===== src/rtl/proc_seq_if.sv =====
// proc_seq_if: host/program port and proc-facing DIN/Run/Done bundle of the proc_seq sequencer.
interface proc_seq_if #(
   parameter int DATAWIDTH = 6,
   parameter int ADDR_W    = 4
);
   logic                 start;
   logic                 stop;
   logic [ADDR_W-1:0]    last_addr;
   logic                 prog_we;
   logic [ADDR_W-1:0]    prog_addr;
   logic [DATAWIDTH-1:0] prog_wdata;
   logic                 Done;
   logic [DATAWIDTH-1:0] DIN;
   logic                 Run;
   logic                 busy;
   logic                 prog_done;
   logic                 fault;
   logic [ADDR_W-1:0]    pc;
   logic [7:0]           instr_cnt;

   modport master (
      output start, stop, last_addr, prog_we, prog_addr, prog_wdata, Done,
      input  DIN, Run, busy, prog_done, fault, pc, instr_cnt
   );

   modport slave (
      input  start, stop, last_addr, prog_we, prog_addr, prog_wdata, Done,
      output DIN, Run, busy, prog_done, fault, pc, instr_cnt
   );
endinterface


===== src/rtl/proc_seq.sv =====
// proc_seq: program memory + IDLE/ISSUE/EXEC sequencer feeding proc DIN/Run with a Done watchdog.
// Define PROC_SEQ_LOOP_EN to restart the program at address 0 instead of returning to IDLE at its end.
module proc_seq #(
   parameter int DATAWIDTH = 6,
   parameter int ADDR_W    = 4,
   parameter int TIMEOUT   = 7
) (
   input  logic      Clock,
   input  logic      Resetn,
   proc_seq_if.slave bus
);
`ifdef PROC_SEQ_LOOP_EN
   localparam bit LOOP = 1'b1;
`else
   localparam bit LOOP = 1'b0;
`endif
   localparam int WD_W = $clog2(TIMEOUT + 1);
   localparam logic [ADDR_W-1:0] ONE = 1;

   typedef enum logic [1:0] {IDLE, ISSUE, EXEC} state_t;

   state_t               state_q, state_d;
   logic [ADDR_W-1:0]    pc_q, pc_d, last_q, last_d, op_q, op_d;
   logic                 is_mvi_q, is_mvi_d, run_q, run_d, done_q, done_d, fault_q, fault_d;
   logic [WD_W-1:0]      wdog_q, wdog_d;
   logic [7:0]           cnt_q, cnt_d;
   logic [DATAWIDTH-1:0] mem_q [2**ADDR_W];
   logic [DATAWIDTH-1:0] word;
   logic                 at_end;

   assign word   = mem_q[pc_q];
   // In EXEC pc_q already points one past the opcode, i.e. at the mvi data word.
   assign at_end = (op_q == last_q) || (is_mvi_q && pc_q == last_q);

   always_comb begin
      state_d  = state_q;
      pc_d     = pc_q;
      last_d   = last_q;
      op_d     = op_q;
      is_mvi_d = is_mvi_q;
      wdog_d   = wdog_q;
      cnt_d    = cnt_q;
      fault_d  = fault_q;
      done_d   = 1'b0;
      case (state_q)
         IDLE: if (bus.start) begin
            state_d = ISSUE;
            pc_d    = '0;
            last_d  = bus.last_addr;
            fault_d = 1'b0;
            cnt_d   = '0;
         end
         ISSUE: begin
            is_mvi_d = word[DATAWIDTH-1 -: 2] == 2'b01;
            op_d     = pc_q;
            pc_d     = pc_q + ONE;
            wdog_d   = '0;
            state_d  = EXEC;
         end
         EXEC: if (bus.Done) begin
            cnt_d   = cnt_q + 8'd1;
            pc_d    = (LOOP && at_end) ? '0 : is_mvi_q ? pc_q + ONE : pc_q;
            done_d  = at_end;
            state_d = ((at_end && !LOOP) || bus.stop) ? IDLE : ISSUE;
         end else if (wdog_q == WD_W'(TIMEOUT - 1)) begin
            fault_d = 1'b1;
            state_d = IDLE;
         end else begin
            wdog_d = wdog_q + WD_W'(1);
         end
         default: state_d = IDLE;
      endcase
      run_d = state_d != IDLE;
   end

   always_ff @(posedge Clock or negedge Resetn) begin
      if (!Resetn) begin
         state_q  <= IDLE;
         pc_q     <= '0;
         last_q   <= '0;
         op_q     <= '0;
         is_mvi_q <= 1'b0;
         wdog_q   <= '0;
         cnt_q    <= '0;
         fault_q  <= 1'b0;
         done_q   <= 1'b0;
         run_q    <= 1'b0;
      end else begin
         state_q  <= state_d;
         pc_q     <= pc_d;
         last_q   <= last_d;
         op_q     <= op_d;
         is_mvi_q <= is_mvi_d;
         wdog_q   <= wdog_d;
         cnt_q    <= cnt_d;
         fault_q  <= fault_d;
         done_q   <= done_d;
         run_q    <= run_d;
      end
   end

   always_ff @(posedge Clock) begin
      if (bus.prog_we && state_q == IDLE) mem_q[bus.prog_addr] <= bus.prog_wdata;
   end

   assign bus.DIN       = run_q ? word : '0;
   assign bus.Run       = run_q;
   assign bus.busy      = run_q;
   assign bus.prog_done = done_q;
   assign bus.fault     = fault_q;
   assign bus.pc        = pc_q;
   assign bus.instr_cnt = cnt_q;
endmodule


===== src/flat_wrapper.sv =====
// flat-port wrapper written by rule: the top's interface ports become plain ports
module proc_seq_flat 
#(
   parameter int DATAWIDTH = 6,
   parameter int ADDR_W    = 4,
   parameter int TIMEOUT   = 7
)
  (Clock, Resetn, bus_start, bus_stop, bus_last_addr, bus_prog_we, bus_prog_addr, bus_prog_wdata, bus_Done, bus_DIN, bus_Run, bus_busy, bus_prog_done, bus_fault, bus_pc, bus_instr_cnt);
  proc_seq_if #(.DATAWIDTH(DATAWIDTH), .ADDR_W(ADDR_W)) bus_i ();
  input  logic Clock;
  input  logic Resetn;
  input wire logic [$bits(bus_i.start)-1:0] bus_start;
  input wire logic [$bits(bus_i.stop)-1:0] bus_stop;
  input wire logic [$bits(bus_i.last_addr)-1:0] bus_last_addr;
  input wire logic [$bits(bus_i.prog_we)-1:0] bus_prog_we;
  input wire logic [$bits(bus_i.prog_addr)-1:0] bus_prog_addr;
  input wire logic [$bits(bus_i.prog_wdata)-1:0] bus_prog_wdata;
  input wire logic [$bits(bus_i.Done)-1:0] bus_Done;
  output wire logic [$bits(bus_i.DIN)-1:0] bus_DIN;
  output wire logic [$bits(bus_i.Run)-1:0] bus_Run;
  output wire logic [$bits(bus_i.busy)-1:0] bus_busy;
  output wire logic [$bits(bus_i.prog_done)-1:0] bus_prog_done;
  output wire logic [$bits(bus_i.fault)-1:0] bus_fault;
  output wire logic [$bits(bus_i.pc)-1:0] bus_pc;
  output wire logic [$bits(bus_i.instr_cnt)-1:0] bus_instr_cnt;
  assign bus_i.start = bus_start;
  assign bus_i.stop = bus_stop;
  assign bus_i.last_addr = bus_last_addr;
  assign bus_i.prog_we = bus_prog_we;
  assign bus_i.prog_addr = bus_prog_addr;
  assign bus_i.prog_wdata = bus_prog_wdata;
  assign bus_i.Done = bus_Done;
  assign bus_DIN = bus_i.DIN;
  assign bus_Run = bus_i.Run;
  assign bus_busy = bus_i.busy;
  assign bus_prog_done = bus_i.prog_done;
  assign bus_fault = bus_i.fault;
  assign bus_pc = bus_i.pc;
  assign bus_instr_cnt = bus_i.instr_cnt;
  proc_seq #(.DATAWIDTH(DATAWIDTH), .ADDR_W(ADDR_W), .TIMEOUT(TIMEOUT)) u_core (.Clock(Clock), .Resetn(Resetn), .bus(bus_i));
endmodule

===== config.mk =====
export PLATFORM = sky130hd
export DESIGN_NAME = proc_seq_flat
export DESIGN_NICKNAME = d
export VERILOG_FILES = /design/src/rtl/proc_seq_if.sv /design/src/rtl/proc_seq.sv /design/src/flat_wrapper.sv
export SDC_FILE = /design/constraint.sdc
export NUM_CORES = 1
export LEC_CHECK = 0
export BUFFER_PORTS_ARGS = -buffer_cell sky130_fd_sc_hd__buf_2
export CAP_MARGIN = 0
export CORE_MARGIN = 2
export CORE_UTILIZATION = 60
export CTS_CLUSTER_SIZE = 40
export DETAILED_ROUTE_END_ITERATION = 10
export GPL_ROUTABILITY_DRIVEN = 1
export GPL_TIMING_DRIVEN = 0
export PLACE_DENSITY = 0.82
export SYNTH_ARGS = -nofsm -noshare
export SYNTH_HDL_FRONTEND = slang
export SYNTH_SLANG_ARGS = --single-unit

===== constraint.sdc =====
create_clock -name Clock -period 4.7 [get_ports Clock]
set_input_delay 0.94 -clock Clock [delete_from_list [all_inputs] [get_ports Clock]]
set_output_delay 0.94 -clock Clock [all_outputs]
set_load 0.05 [all_outputs]

== Word-level counts from Yosys, hierarchy flattened ==
Memories as Yosys holds them, arrays and structs flattened.
Cells that the tools add are included.
Storage, ports and cells
  output and inout port bits: 22
  flip-flop bits (word level): 29
  RAM bits: 96
  word-level logic and storage cells: 64
  memories kept: 1
Memories
  u_core.mem_q: words 16, bits a word 6, rd ports 1, clocked after memory_dff 0, wr ports 1, RTL line proc_seq.sv:27  | logic [DATAWIDTH-1:0] mem_q [2**ADDR_W];
Cells by class
  reduce and logical (&&, ||, !) cells: 14
  $add $sub $neg: 3
  multiplexer cells: 24
  eq/ne operators: 12
Operators with widths (count)
  $mux W8: 2
  $pmux W8 S2: 1
  $mux W4: 3
  $pmux W4 S3: 1
  $add A8 B1 Y8 const B: 1
  $eq A4 B4 Y1: 2
  $mux W1: 8
  $ne A2 B2 Y1 const B: 4
  $reduce_and A4 Y1: 2
  $mux W2: 3
  $mux W3: 2
  $mux W6: 1
  $pmux W2 S3: 1
  $pmux W3 S2: 1
  $reduce_and A3 Y1: 2
  $reduce_bool A2 Y1: 3
  $add A4 B1 Y4 const B: 1
  $eq A2 B1 Y1 const B: 2
  $ne A2 B1 Y1 const B: 2
  $add A3 B1 Y3 const B: 1
  $eq A3 B3 Y1 const B: 1
  $reduce_bool A3 Y1: 1
  $eq A2 B2 Y1 const B: 1
  $logic_and A1 B1 Y1: 2
  other kinds (4): 5

== Logic depth before layout (Yosys ltp) ==
  depth in word-level cells: 8
  mapped depth: 7
  gate-level depth less buffers: 6

== Worst setup path before layout ==
OpenSTA, ideal clock, no wires.
  path type: reg-to-output
  start: register u_core.pc_q[3], in the netlist u_core.bus.pc[3]
  end: output bus_DIN[4]
  data required time: 3760 ps
  setup slack: 996 ps
  path buffers: 2
  arrival: 2764 ps
  stages on the path, launching flop included: 6
  cell sequence: dfrtp_1 clkbuf_1 buf_2 mux4_2 nand2_1 a311oi_1
Between the ends
  word-level cells in the longest chain between the ends: 2
RTL lines
  start: declaration: RTL line proc_seq.sv:23  | logic [ADDR_W-1:0] pc_q, pc_d, last_q, last_d, op_q, op_d;
  start signal: assignment: RTL line proc_seq.sv:90  | pc_q <= pc_d;
  $mem_v2 Z16 W6
  $mux W6: RTL line proc_seq.sv:106  | assign bus.DIN = run_q ? word : '0;
  end: declaration: RTL line flat_wrapper.sv:19  | output wire logic [$bits(bus_i.DIN)-1:0] bus_DIN;
Every way passes these cells.

== Worst setup path in the final report ==
  start: register u_core.pc_q[1], in the netlist u_core.bus.pc[1]
  end: output bus_DIN[3]
The elaborated chain is that of the path after synthesis.

==> impl_metrics.json <==
{
  "ys_ff_latch": 125,
  "vias": 3082,
  "clock-sinks": 125,
  "place_hpwl_um": 6900,
  "syn_avg_cell_area_um2": 16.0,
  "nets": 420,
  "syn_nets": 361,
  "route.met2.wl_um": 5690,
  "min_path_type": "input pin to async pin",
  "via_per_inst": 6.01,
  "clock_latency_ns": 0.51,
  "grt_max_degree": 30,
  "antenna_found_initial": 0,
  "fin_skew_ns": 0.0103,
  "grt_pass1_wl_um": 16900,
  "cts_root_buf": "clkbuf_8",
  "core.rowCount": 34,
  "finalHoldViolCount": 0,
  "power.total_uw": 3460,
  "maxSlewViolCount": 0,
  "worst_pin_slew_ns": 1.12,
  "antenna_left": 0,
  "cts_tree": "yes",
  "drt-wirelength-per-cell_um": 20.6,
  "synth_warnings": 0,
  "cp.required_ns": 3.76,
  "ys_seq_area_frac": 0.678,
  "relSlewSlack": 0.249,
  "drive_gt1_frac": 0.272,
  "postCtsHoldBufs": 0,
  "gr-total-overflow": 0,
  "seqPwrFrac": 0.394,
  "worstSetupPathType": "flip-flop to primary output",
  "p_sw_uw": 1160,
  "swShare": 0.335,
  "cts_buffers": 17,
  "htreeDepth": 4,
  "drtPass1Iterations": 4,
  "internal_power_uw": 2300,
  "drc": 0,
  "clk_pin_slew_ns": 0.06,
  "wl_um": 10600,
  "syn2layout_area_growth_pct": 16.3,
  "synth.lib_cells_used.distinct": 43,
  "drv_cap": 0,
  "ys_top_cells_by_area": "edfxtp_1 (54%), dfrtp_1 (14%), mux4_2 (9.7%)",
  "async_reset_ff_frac": 0.232,
  "start_util": 0.614,
  "fp.dieH_um": 98.2,
  "synth_top_area_share": 0.541,
  "endpoint_kind": "primary output",
  "max_freq_mhz": 264,
  "status": "completed",
  "rsz0062_at_grt": "no",
  "netlist_area_um2": 5330,
  "io_pins": 42,
  "fin_crit_sh": 0.804,
  "final_cell_area_um2": 6190,
  "instances_no_fill": 513,
  "setup_tns_ns": 0,
  "leakage_uw": 0.00224,
  "dieWidth_um": 98.2,
  "synth_edf_count": 96,
  "dpl-instance-area_um2": 5660,
  "die-area_um2": 9650,
  "place_inst": 481,
  "crit_arrival_ns": 2.84,
  "pwr-share-clk": 0.333,
  "timing.final.ws_setup_ns": 0.919,
  "path_max_fanout": 10,
  "portBuffers": 40,
  "grt.total_usage": 0.241,
  "p_per_area_nw_per_um2": 558,
  "startpoint": "u_core.bus.pc[1]$_DFFE_PN0P_",
  "peakVddDrop_mv": 0.323,
  "cts_setup_buffers": 0,
  "synthCells": 333,
  "yosysTopAreaCell": "edfxtp_1",
  "drtIter0Drc": 198,
  "ctsResizeCount": 0,
  "cts_buffer_depth": 2,
  "setup_viol": 0,
  "grt_pass1_vias": 3156,
  "gp_congestion": 0.794,
  "final_common_cell": "edfxtp_1",
  "place_ws_ns": 1.47,
  "antennaDiodeCount": 0,
  "core_area_um2": 8680,
  "period_needed_ns": 3.78,
  "wl_met3_um": 437,
  "combPwrFrac": 0.273,
  "ys.flop_type": "edfxtp_1",
  "r2r_start": "u_core.state_q[0]$_DFF_PN0_",
  "highest_layer": "met4",
  "final_cell_mix": "edfxtp_1 (96), buf_2 (45), dfrtp_1 (29)",
  "wl_met1_um": 4320,
  "startpoint_type": "flip-flop"
}
cell usage after synthesis, types with 3 or more instances:
library cell  instances
nor2b_1               4
a211oi_1              4
dfrtp_1              29
xnor2_1               9
clkbuf_1              6
nand3_1               9
nand2b_1              3
nor2_1               19
mux4_1                3
inv_1                10
nand4_1               5
nand2_1              22
mux4_2               23
mux2_2                9
o21ai_0              14
or3_1                 5
edfxtp_1             96
buf_2                 5
ha_1                  8
a21oi_1               8
and2_1                7
nor3_1                6
mux2i_1               3
sequential cells by signal, summed over array words and instances (netlist names):
signal and flops:
u_core.bus.pc 4, u_core.op_q 4, u_core.bus.fault 1, u_core.state_q 2, u_core.mem_q 96, u_core.bus.prog_done 1
u_core.is_mvi_q 1, u_core.last_q 4, u_core.wdog_q 3, u_core.bus.instr_cnt 8, u_core.bus.Run 1
cell families (layout without fill, tap and decap cells):
logic type | count (synthesis) | in the layout | share of synthesized area
flops | 125 | 125 | 0.678
xor+xnor | 11 | 11 | 0.0181
compound gates | 39 | 39 | 0.0463
simple gates | 88 | 88 | 0.0822
buf+inv | 24 | 96 | 0.0202
mux | 38 | 38 | 0.137
fa+ha+maj | 8 | 8 | 0.0188
critical path: stages (launching register included):
cell and delay (ns):
dfrtp_1 0.52, buf_6 0.21, buf_2 0.31, mux4_2 0.39
mux4_2 0.48, and2_1 0.19, buf_2 0.21
area by class of cell:
| class | count | area (um^2) |
|---|---|---|
| sequential | 125 | 3610 |
| fill | 565 | 2490 |
| multi-input combinational | 184 | 1610 |
| clock buffer | 18 | 418 |
| timing repair buffer | 40 | 200 |
| tap | 108 | 135 |
| clock inverter | 14 | 113 |
| buffer | 14 | 70.1 |
| inverter | 10 | 37.5 |
per-stage QoR:
stage	utilization	hold WS [ns]
2_1_floorplan	-	0.487
3_3_place_gp	0.652	0.471
3_5_place_dp	0.652	0.491
4_1_cts	0.713	0.445
5_1_grt	0.713	0.482
6_report	0.713	0.443
path summary, 6_finish.rpt:
| check | end | slack (ns) | cells past startpoint |
|---|---|---|---|
| setup / recovery | bus_DIN[3] | 0.92 | 6 |
| hold / removal | u_core.wdog_q[1]$_DFFE_PN0P_ | 0.44 | 1 |
| setup reg to reg | u_core.mem_q[0][2]$_DFFE_PP_ | 2.05 | 5 |
| hold reg to reg | u_core.bus.fault$_DFFE_PN0P_ | 0.50 | 2 |
| max in group asynchronous | u_core.op_q[0]$_DFFE_PN0P_ | 3.83 | 1 |
| min in group Clock | u_core.bus.fault$_DFFE_PN0P_ | 0.50 | 2 |
per-layer routing:
layer | track usage | vias to the layer above
met2 | 0.420 | 89
met3 | 0.0616 | 14
met4 | 0.0811 | 0
met5 | 0 | -
met1 | 0.297 | 1569
li1 | - | 1410
power groups by stage:
stage | clock [uW] | combinational (uW) | sequential [uW]
finish | 1150 | 944 | 1360
global route | 1220 | 1010 | 1380
CTS | 1170 | 949 | 1360
detailed placement | 0 | 938 | 1380
global placement | 0 | 919 | 1380
floorplan | 0 | 650 | 1440
No activity file was read; power rests on OpenSTA's default activity.
